## config.mk

```make
export PLATFORM = sky130hd
export DESIGN_NAME = mem_lsu
export DESIGN_NICKNAME = d
export VERILOG_FILES = /design/src/rtl/mem_lsu.sv
export SDC_FILE = /design/constraint.sdc
export NUM_CORES = 1
export LEC_CHECK = 0
export BUFFER_PORTS_ARGS = -buffer_cell sky130_fd_sc_hd__buf_2
export CAP_MARGIN = 20
export CORE_ASPECT_RATIO = 0.9
export CORE_MARGIN = 3
export CORE_UTILIZATION = 40
export DETAILED_ROUTE_END_ITERATION = 8
export PLACE_DENSITY_LB_ADDON = 0.25
export SYNTH_ARGS = -nofsm -noshare
export SYNTH_HDL_FRONTEND = slang
export SYNTH_SLANG_ARGS = --single-unit
```

## constraint.sdc

```tcl
create_clock -name clk -period 2.73 [get_ports clk]
set_input_delay 0.273 -clock clk [delete_from_list [all_inputs] [get_ports clk]]
set_output_delay 0.273 -clock clk [all_outputs]
set_load 0.02 [all_outputs]
```

## src/rtl/mem_lsu.sv

```systemverilog
// MEM-stage load/store unit: single-beat data-bus access with lane steering,
// load extraction/extension, pipeline stall and writeback/forwarding result.
module mem_lsu #(
    parameter int unsigned TIMEOUT_CYCLES = 255
) (
    input  logic        clk,
    input  logic        rst_n,
    input  logic        valid_i,
    input  logic        mem_we_i,
    input  logic        mem_re_i,
    input  logic [2:0]  mem_size_i,
    input  logic [31:0] addr_i,
    input  logic [31:0] wdata_i,
    input  logic [4:0]  rd_addr_i,
    input  logic        reg_wen_i,
    output logic        stall_o,
    output logic        bus_req_o,
    output logic        bus_we_o,
    output logic [31:0] bus_addr_o,
    output logic [3:0]  bus_be_o,
    output logic [31:0] bus_wdata_o,
    input  logic        bus_gnt_i,
    input  logic        bus_rvalid_i,
    input  logic [31:0] bus_rdata_i,
    output logic        wb_valid_o,
    output logic [4:0]  rd_addr_o,
    output logic        reg_wen_o,
    output logic [31:0] rd_wdata_o,
    output logic        err_o
);

    typedef enum logic [1:0] {IDLE, REQ, WAIT, RESP} state_t;

    localparam int unsigned CW = (TIMEOUT_CYCLES > 1) ? $clog2(TIMEOUT_CYCLES) : 1;

    state_t        state, state_next;
    logic [CW-1:0] tcnt;
    logic          timeout;

    logic          is_mem, illegal, misaligned;
    logic          accept, reject, alu_op;

    logic          load_q;
    logic [2:0]    size_q;
    logic [1:0]    lane_q;
    logic [4:0]    rd_q;
    logic          wen_q;

    logic [7:0]    byte_sel;
    logic [15:0]   half_sel;
    logic [31:0]   load_data;

    always_comb begin
        is_mem     = mem_we_i | mem_re_i;
        illegal    = (mem_we_i & mem_re_i) | (mem_size_i == 3'b011) |
                     (mem_size_i[2:1] == 2'b11) | (mem_we_i & mem_size_i[2]);
        misaligned = ((mem_size_i[1:0] == 2'b10) && (addr_i[1:0] != 2'b00)) ||
                     ((mem_size_i[1:0] == 2'b01) && addr_i[0]);
        accept     = (state == IDLE) && valid_i && is_mem && !illegal && !misaligned;
        reject     = (state == IDLE) && valid_i && is_mem && (illegal || misaligned);
        alu_op     = (state == IDLE) && valid_i && !is_mem;
    end

    // Timeout fires in the TIMEOUT_CYCLES-th cycle spent in REQ or WAIT.
    assign timeout = (TIMEOUT_CYCLES != 0) && (tcnt == CW'(TIMEOUT_CYCLES - 1));

    always_ff @(posedge clk or negedge rst_n) begin
        if (!rst_n) state <= IDLE;
        else        state <= state_next;
    end

    always_comb begin
        state_next = state;
        stall_o    = 1'b0;
        case (state)
            IDLE: begin
                if (accept) begin
                    state_next = REQ;
                    stall_o    = 1'b1;
                end
            end
            REQ: begin
                stall_o = 1'b1;
                if (bus_gnt_i)    state_next = load_q ? WAIT : RESP;
                else if (timeout) state_next = RESP;
            end
            WAIT: begin
                stall_o = 1'b1;
                if (bus_rvalid_i || timeout) state_next = RESP;
            end
            RESP:    state_next = IDLE;
            default: state_next = IDLE;
        endcase
    end

    always_ff @(posedge clk or negedge rst_n) begin
        if (!rst_n) begin
            tcnt <= '0;
        end else if ((state_next != state) && (state_next == REQ || state_next == WAIT)) begin
            tcnt <= '0;
        end else if ((state == REQ || state == WAIT) && (TIMEOUT_CYCLES != 0)) begin
            tcnt <= tcnt + CW'(1);
        end
    end

    always_comb begin
        byte_sel = bus_rdata_i[{lane_q, 3'b000} +: 8];
        half_sel = lane_q[1] ? bus_rdata_i[31:16] : bus_rdata_i[15:0];
        case (size_q)
            3'b000:  load_data = {{24{byte_sel[7]}}, byte_sel};
            3'b100:  load_data = {24'd0, byte_sel};
            3'b001:  load_data = {{16{half_sel[15]}}, half_sel};
            3'b101:  load_data = {16'd0, half_sel};
            default: load_data = bus_rdata_i;
        endcase
    end

    always_ff @(posedge clk or negedge rst_n) begin
        if (!rst_n) begin
            bus_req_o   <= 1'b0;
            bus_we_o    <= 1'b0;
            bus_addr_o  <= '0;
            bus_be_o    <= '0;
            bus_wdata_o <= '0;
            wb_valid_o  <= 1'b0;
            rd_addr_o   <= '0;
            reg_wen_o   <= 1'b0;
            rd_wdata_o  <= '0;
            err_o       <= 1'b0;
            load_q      <= 1'b0;
            size_q      <= '0;
            lane_q      <= '0;
            rd_q        <= '0;
            wen_q       <= 1'b0;
        end else begin
            wb_valid_o <= 1'b0;
            reg_wen_o  <= 1'b0;
            err_o      <= 1'b0;
            case (state)
                IDLE: begin
                    if (alu_op) begin
                        wb_valid_o <= 1'b1;
                        rd_wdata_o <= addr_i;
                        rd_addr_o  <= rd_addr_i;
                        reg_wen_o  <= reg_wen_i;
                    end
                    if (reject) err_o <= 1'b1;
                    if (accept) begin
                        load_q     <= mem_re_i;
                        size_q     <= mem_size_i;
                        lane_q     <= addr_i[1:0];
                        rd_q       <= rd_addr_i;
                        wen_q      <= reg_wen_i;
                        bus_req_o  <= 1'b1;
                        bus_we_o   <= mem_we_i;
                        bus_addr_o <= {addr_i[31:2], 2'b00};
                        if (mem_we_i) begin
                            case (mem_size_i[1:0])
                                2'b00: begin
                                    bus_be_o    <= 4'b0001 << addr_i[1:0];
                                    bus_wdata_o <= {4{wdata_i[7:0]}};
                                end
                                2'b01: begin
                                    bus_be_o    <= addr_i[1] ? 4'b1100 : 4'b0011;
                                    bus_wdata_o <= {2{wdata_i[15:0]}};
                                end
                                default: begin
                                    bus_be_o    <= 4'b1111;
                                    bus_wdata_o <= wdata_i;
                                end
                            endcase
                        end else begin
                            bus_be_o    <= 4'b1111;
                            bus_wdata_o <= '0;
                        end
                    end
                end
                REQ: begin
                    if (bus_gnt_i) begin
                        bus_req_o <= 1'b0;
                    end else if (timeout) begin
                        bus_req_o <= 1'b0;
                        err_o     <= 1'b1;
                    end
                end
                WAIT: begin
                    if (bus_rvalid_i) begin
                        wb_valid_o <= 1'b1;
                        rd_wdata_o <= load_data;
                        rd_addr_o  <= rd_q;
                        reg_wen_o  <= wen_q;
                    end else if (timeout) begin
                        err_o <= 1'b1;
                    end
                end
                default: ;
            endcase
        end
    end

endmodule

```

==> results.sh <==
export IMPL_hold_violations=0
export IMPL_synthFlopType="dfrtp_1"
export IMPL_peakVddDrop_mv=0.585
export IMPL_post_cts_resized=0
export IMPL_timing_final_crit_share=0.883
export IMPL_drt_initial_drc_count=452
export IMPL_finalSetupTns_ns=0
export IMPL_crit_path_start_kind="flop"
export IMPL_grt_pass1_vias=5640
export IMPL_worstPathRequired_ns=3.02
export IMPL_yosys_area_top_type="dfrtp_1"
export IMPL_fin_crit_ns=2.41
export IMPL_synthCells=732
export IMPL_crit_slowest_cell="nor3_1"
export IMPL_antenna_found_initial=0
export IMPL_die_y_um=127
export IMPL_dr_total_vias=5982
export IMPL_dp_hpwl_um=14100
export IMPL_routabilityCongestion=0.880
export IMPL_maxCapViolCount=0
export IMPL_max_freq_mhz=415
export IMPL_drtPass1Iterations=7
export IMPL_cts_setup_buffers=0
export IMPL_grt_max_degree=69
export IMPL_postRouteAntennaNets=0
export IMPL_switchingPower_w=0.00410
export IMPL_clk_pin_slew_ns=0.06
export IMPL_syn_area_um2=6530
export IMPL_fill_cells=1508
export IMPL_relSlewSlack=0.539
export IMPL_die_area_um2=17900
export IMPL_yosys_top_cells_area="dfrtp_1, nand2_1, mux2_2"
export IMPL_design_area_um2=8370
export IMPL_p_clk_frac=0.225
export IMPL_outcome="complete, no violations"
export IMPL_critPathBufInv=2
export IMPL_crit_fanout=68
export IMPL_cpPeakStageDelay_ns=0.50
export IMPL_async_flop_share=1.00
export IMPL_ys_types=50
export IMPL_setup_violations_final=0
export IMPL_switching_share=0.419
export IMPL_cts_tree="yes"
export IMPL_worst_pin_slew_ns=0.688
export IMPL_min_path_type="in -> reg"
export IMPL_drive_above_1_share=0.321
export IMPL_core_um2=15700
export IMPL_root_buffer="clkbuf_16"
export IMPL_clock_latency_ns=0.41
export IMPL_start_util=0.416
export IMPL_multiInputGateArea_um2=3050
export IMPL_cts_sinks=130
export IMPL_crit_path_end_kind="flop"
export IMPL_fin_skew_ns=0.00868
export IMPL_grt_first_pass_wirelength_um=31100
export IMPL_p_leak_nw=4.43
export IMPL_clk_path_buf_depth=2
export IMPL_power_density_nw_per_um2=1170
export IMPL_worst_slack_ns=0.320
export IMPL_yosysSeqAreaShare=0.498
export IMPL_dp_cells=1120
export IMPL_nNetsFinal=1057
export IMPL_p_seq_frac=0.340
export IMPL_wl_per_cell_um=17.0
export IMPL_final_seq_area_um2=3250
export IMPL_boundaryPins=223
export IMPL_area_growth_pct=28.2
export IMPL_internal_power_w=0.00568
export IMPL_synth_top_area_frac=0.498
export IMPL_avgViaCountPerCell=5.19
export IMPL_comb_power_share=0.435
export IMPL_path_class="reg -> reg"
export IMPL_rsz0062_at_grt="false"
export IMPL_place_ws_ns=0.350
export IMPL_grt_usage=0.218
export IMPL_r2r_slack_ns=0.32
export IMPL_globalRouteOverflowTotal=0
export IMPL_die_w_um=141
export IMPL_cts_htree_levels=4
export IMPL_cts_buffers_inserted=17
export IMPL_diodes=0
export IMPL_crit_path_cell_trace="inv_1, ha_1, nand2_1, nor3_1, o21ai_4, buf_4, mux2_2"
export IMPL_portBuffers=220
export IMPL_drc=0
export IMPL_ys_seq_elements=130
export IMPL_cp_top_family="simple AND/OR/NAND/NOR gates"
export IMPL_ys_warn_count=0
export IMPL_syn_mean_instance_area_um2=8.92
export IMPL_postPlaceCellArea_um2=7800
export IMPL_layoutNonFillerInstCount=1153
export IMPL_row_count=43
export IMPL_final_max_slew_violation_count=0
export IMPL_worstPathArrival_ns=2.70
export IMPL_synth_edf_count=0
export IMPL_routed_wl_um=19600
==> worst min-delay path, delay by kind of cell <==
kind,cells,cell delay [ns]
buf+inv,1,0.09
simple gates,2,0.09
==> cells in the mapped netlist, types with 2 or more instances <==
cell	number
nor3_1	9
inv_1	6
xor2_1	3
a21o_1	3
dfrtp_1	130
nand3_1	26
o21ai_0	38
buf_4	2
a21oi_1	37
a211oi_1	2
clkbuf_1	34
buf_6	3
nand2b_1	12
xnor2_1	4
ha_1	7
nor2_1	35
nand2_1	239
o31ai_1	24
buf_2	3
nand4_1	4
o21ai_1	2
o22ai_1	9
a211o_1	3
buf_1	8
nor2b_1	11
o211a_1	3
mux2_2	30
o2bb2ai_1	5
mux2i_1	19
==> state kept, by name, summed over array words and instances (netlist names), 3 cells and up <==
name         flops
bus_wdata_o     32
rd_wdata_o      32
tcnt             8
bus_be_o         4
bus_addr_o      30
size_q           3
rd_addr_o        5
rd_q             5
==> final timing paths <==
kind	from	end	depth (start not counted)
min in group asynchronous	rst_n	bus_addr_o[2]$_DFFE_PN0P_	2
max in group asynchronous	rst_n	bus_addr_o[26]$_DFFE_PN0P_	3
worst min-delay path	addr_i[23]	bus_addr_o[23]$_DFFE_PN0P_	3
worst max register to register	state[1]$_DFF_PN0_	rd_wdata_o[4]$_DFFE_PN0P_	7
worst max-delay path	state[1]$_DFF_PN0_	rd_wdata_o[4]$_DFFE_PN0P_	7
worst min register to register	bus_wdata_o[15]$_DFFE_PN0P_	bus_wdata_o[15]$_DFFE_PN0P_	2
==> power by group through the flow <==
stage / Combinational [W] / Clock (W) / Sequential [W]
6_report: 0.00425 / 0.00220 / 0.00333
5_1_grt: 0.00470 / 0.00233 / 0.00345
4_1_cts: 0.00430 / 0.00224 / 0.00333
3_5_place_dp: 0.00428 / 0 / 0.00334
3_3_place_gp: 0.00422 / 0 / 0.00334
2_1_floorplan: 0.00208 / 0 / 0.00409
==> cells in the final DEF (no fill, tap or decap), types with 12 or more instances in the layout <==
cell,synthesis,layout
a21oi_1,37,37
buf_2,3,219
buf_4,2,15
clkbuf_16,0,17
dfrtp_1,130,130
mux2_2,30,30
mux2i_1,19,19
nand2_1,239,239
nand2b_1,12,12
nand3_1,26,26
nor2_1,35,35
o21ai_0,38,38
o31ai_1,24,24
==> cells by family (layout without fill, tap and decap cells) <==
kind of cell             after synthesis  after routing  share of synthesized area
AND/OR/NAND/NOR                      340            340                      0.215
AO/OA/AOI/OAI                        139            139                      0.139
flip-flops                           130            130                      0.498
buffers and inverters                 57            275                     0.0379
multiplexers                          51             51                     0.0866
adder cells (fa/ha/maj)                7              7                     0.0134
XOR/XNOR                               7              7                    0.00939
other                                  1              2                   0.000574
==> area by class of cell <==
| cell class | instances | area share |
|---|---|---|
| Clock buffer | 22 | 0.0542 |
| Clock inverter | 10 | 0.0132 |
| Inverter | 7 | 0.00314 |
| Multi-Input combinational cell | 546 | 0.364 |
| Sequential cell | 130 | 0.389 |
| Tap cell | 202 | 0.0302 |
| Timing Repair Buffer | 236 | 0.147 |
==> metrics by stage <==
stage / power (W) / hold slack (ns) / util
after floorplan: 0.00617 / -0.0226 / -
after global placement: 0.00756 / 0.295 / 0.496
after detailed placement: 0.00762 / 0.300 / 0.496
after CTS: 0.00987 / 0.0544 / 0.533
after global routing: 0.0105 / 0.0679 / 0.533
final: 0.00978 / 0.0708 / 0.533
==> per-layer routing <==
layer | GRT usage | routed length, um
met4 | 0.0604 | 242
met5 | 0 | 0
met3 | 0.0490 | 1360
met1 | 0.320 | 9080
met2 | 0.327 | 8920
==> what timing repair did <==
item                                    in CTS  in global routing
hold endpoints to repair                    59                  0
endpoints found under the setup margin       0                  0
hold buffers                                 1                  0
(Power assumes the default switching activity.)
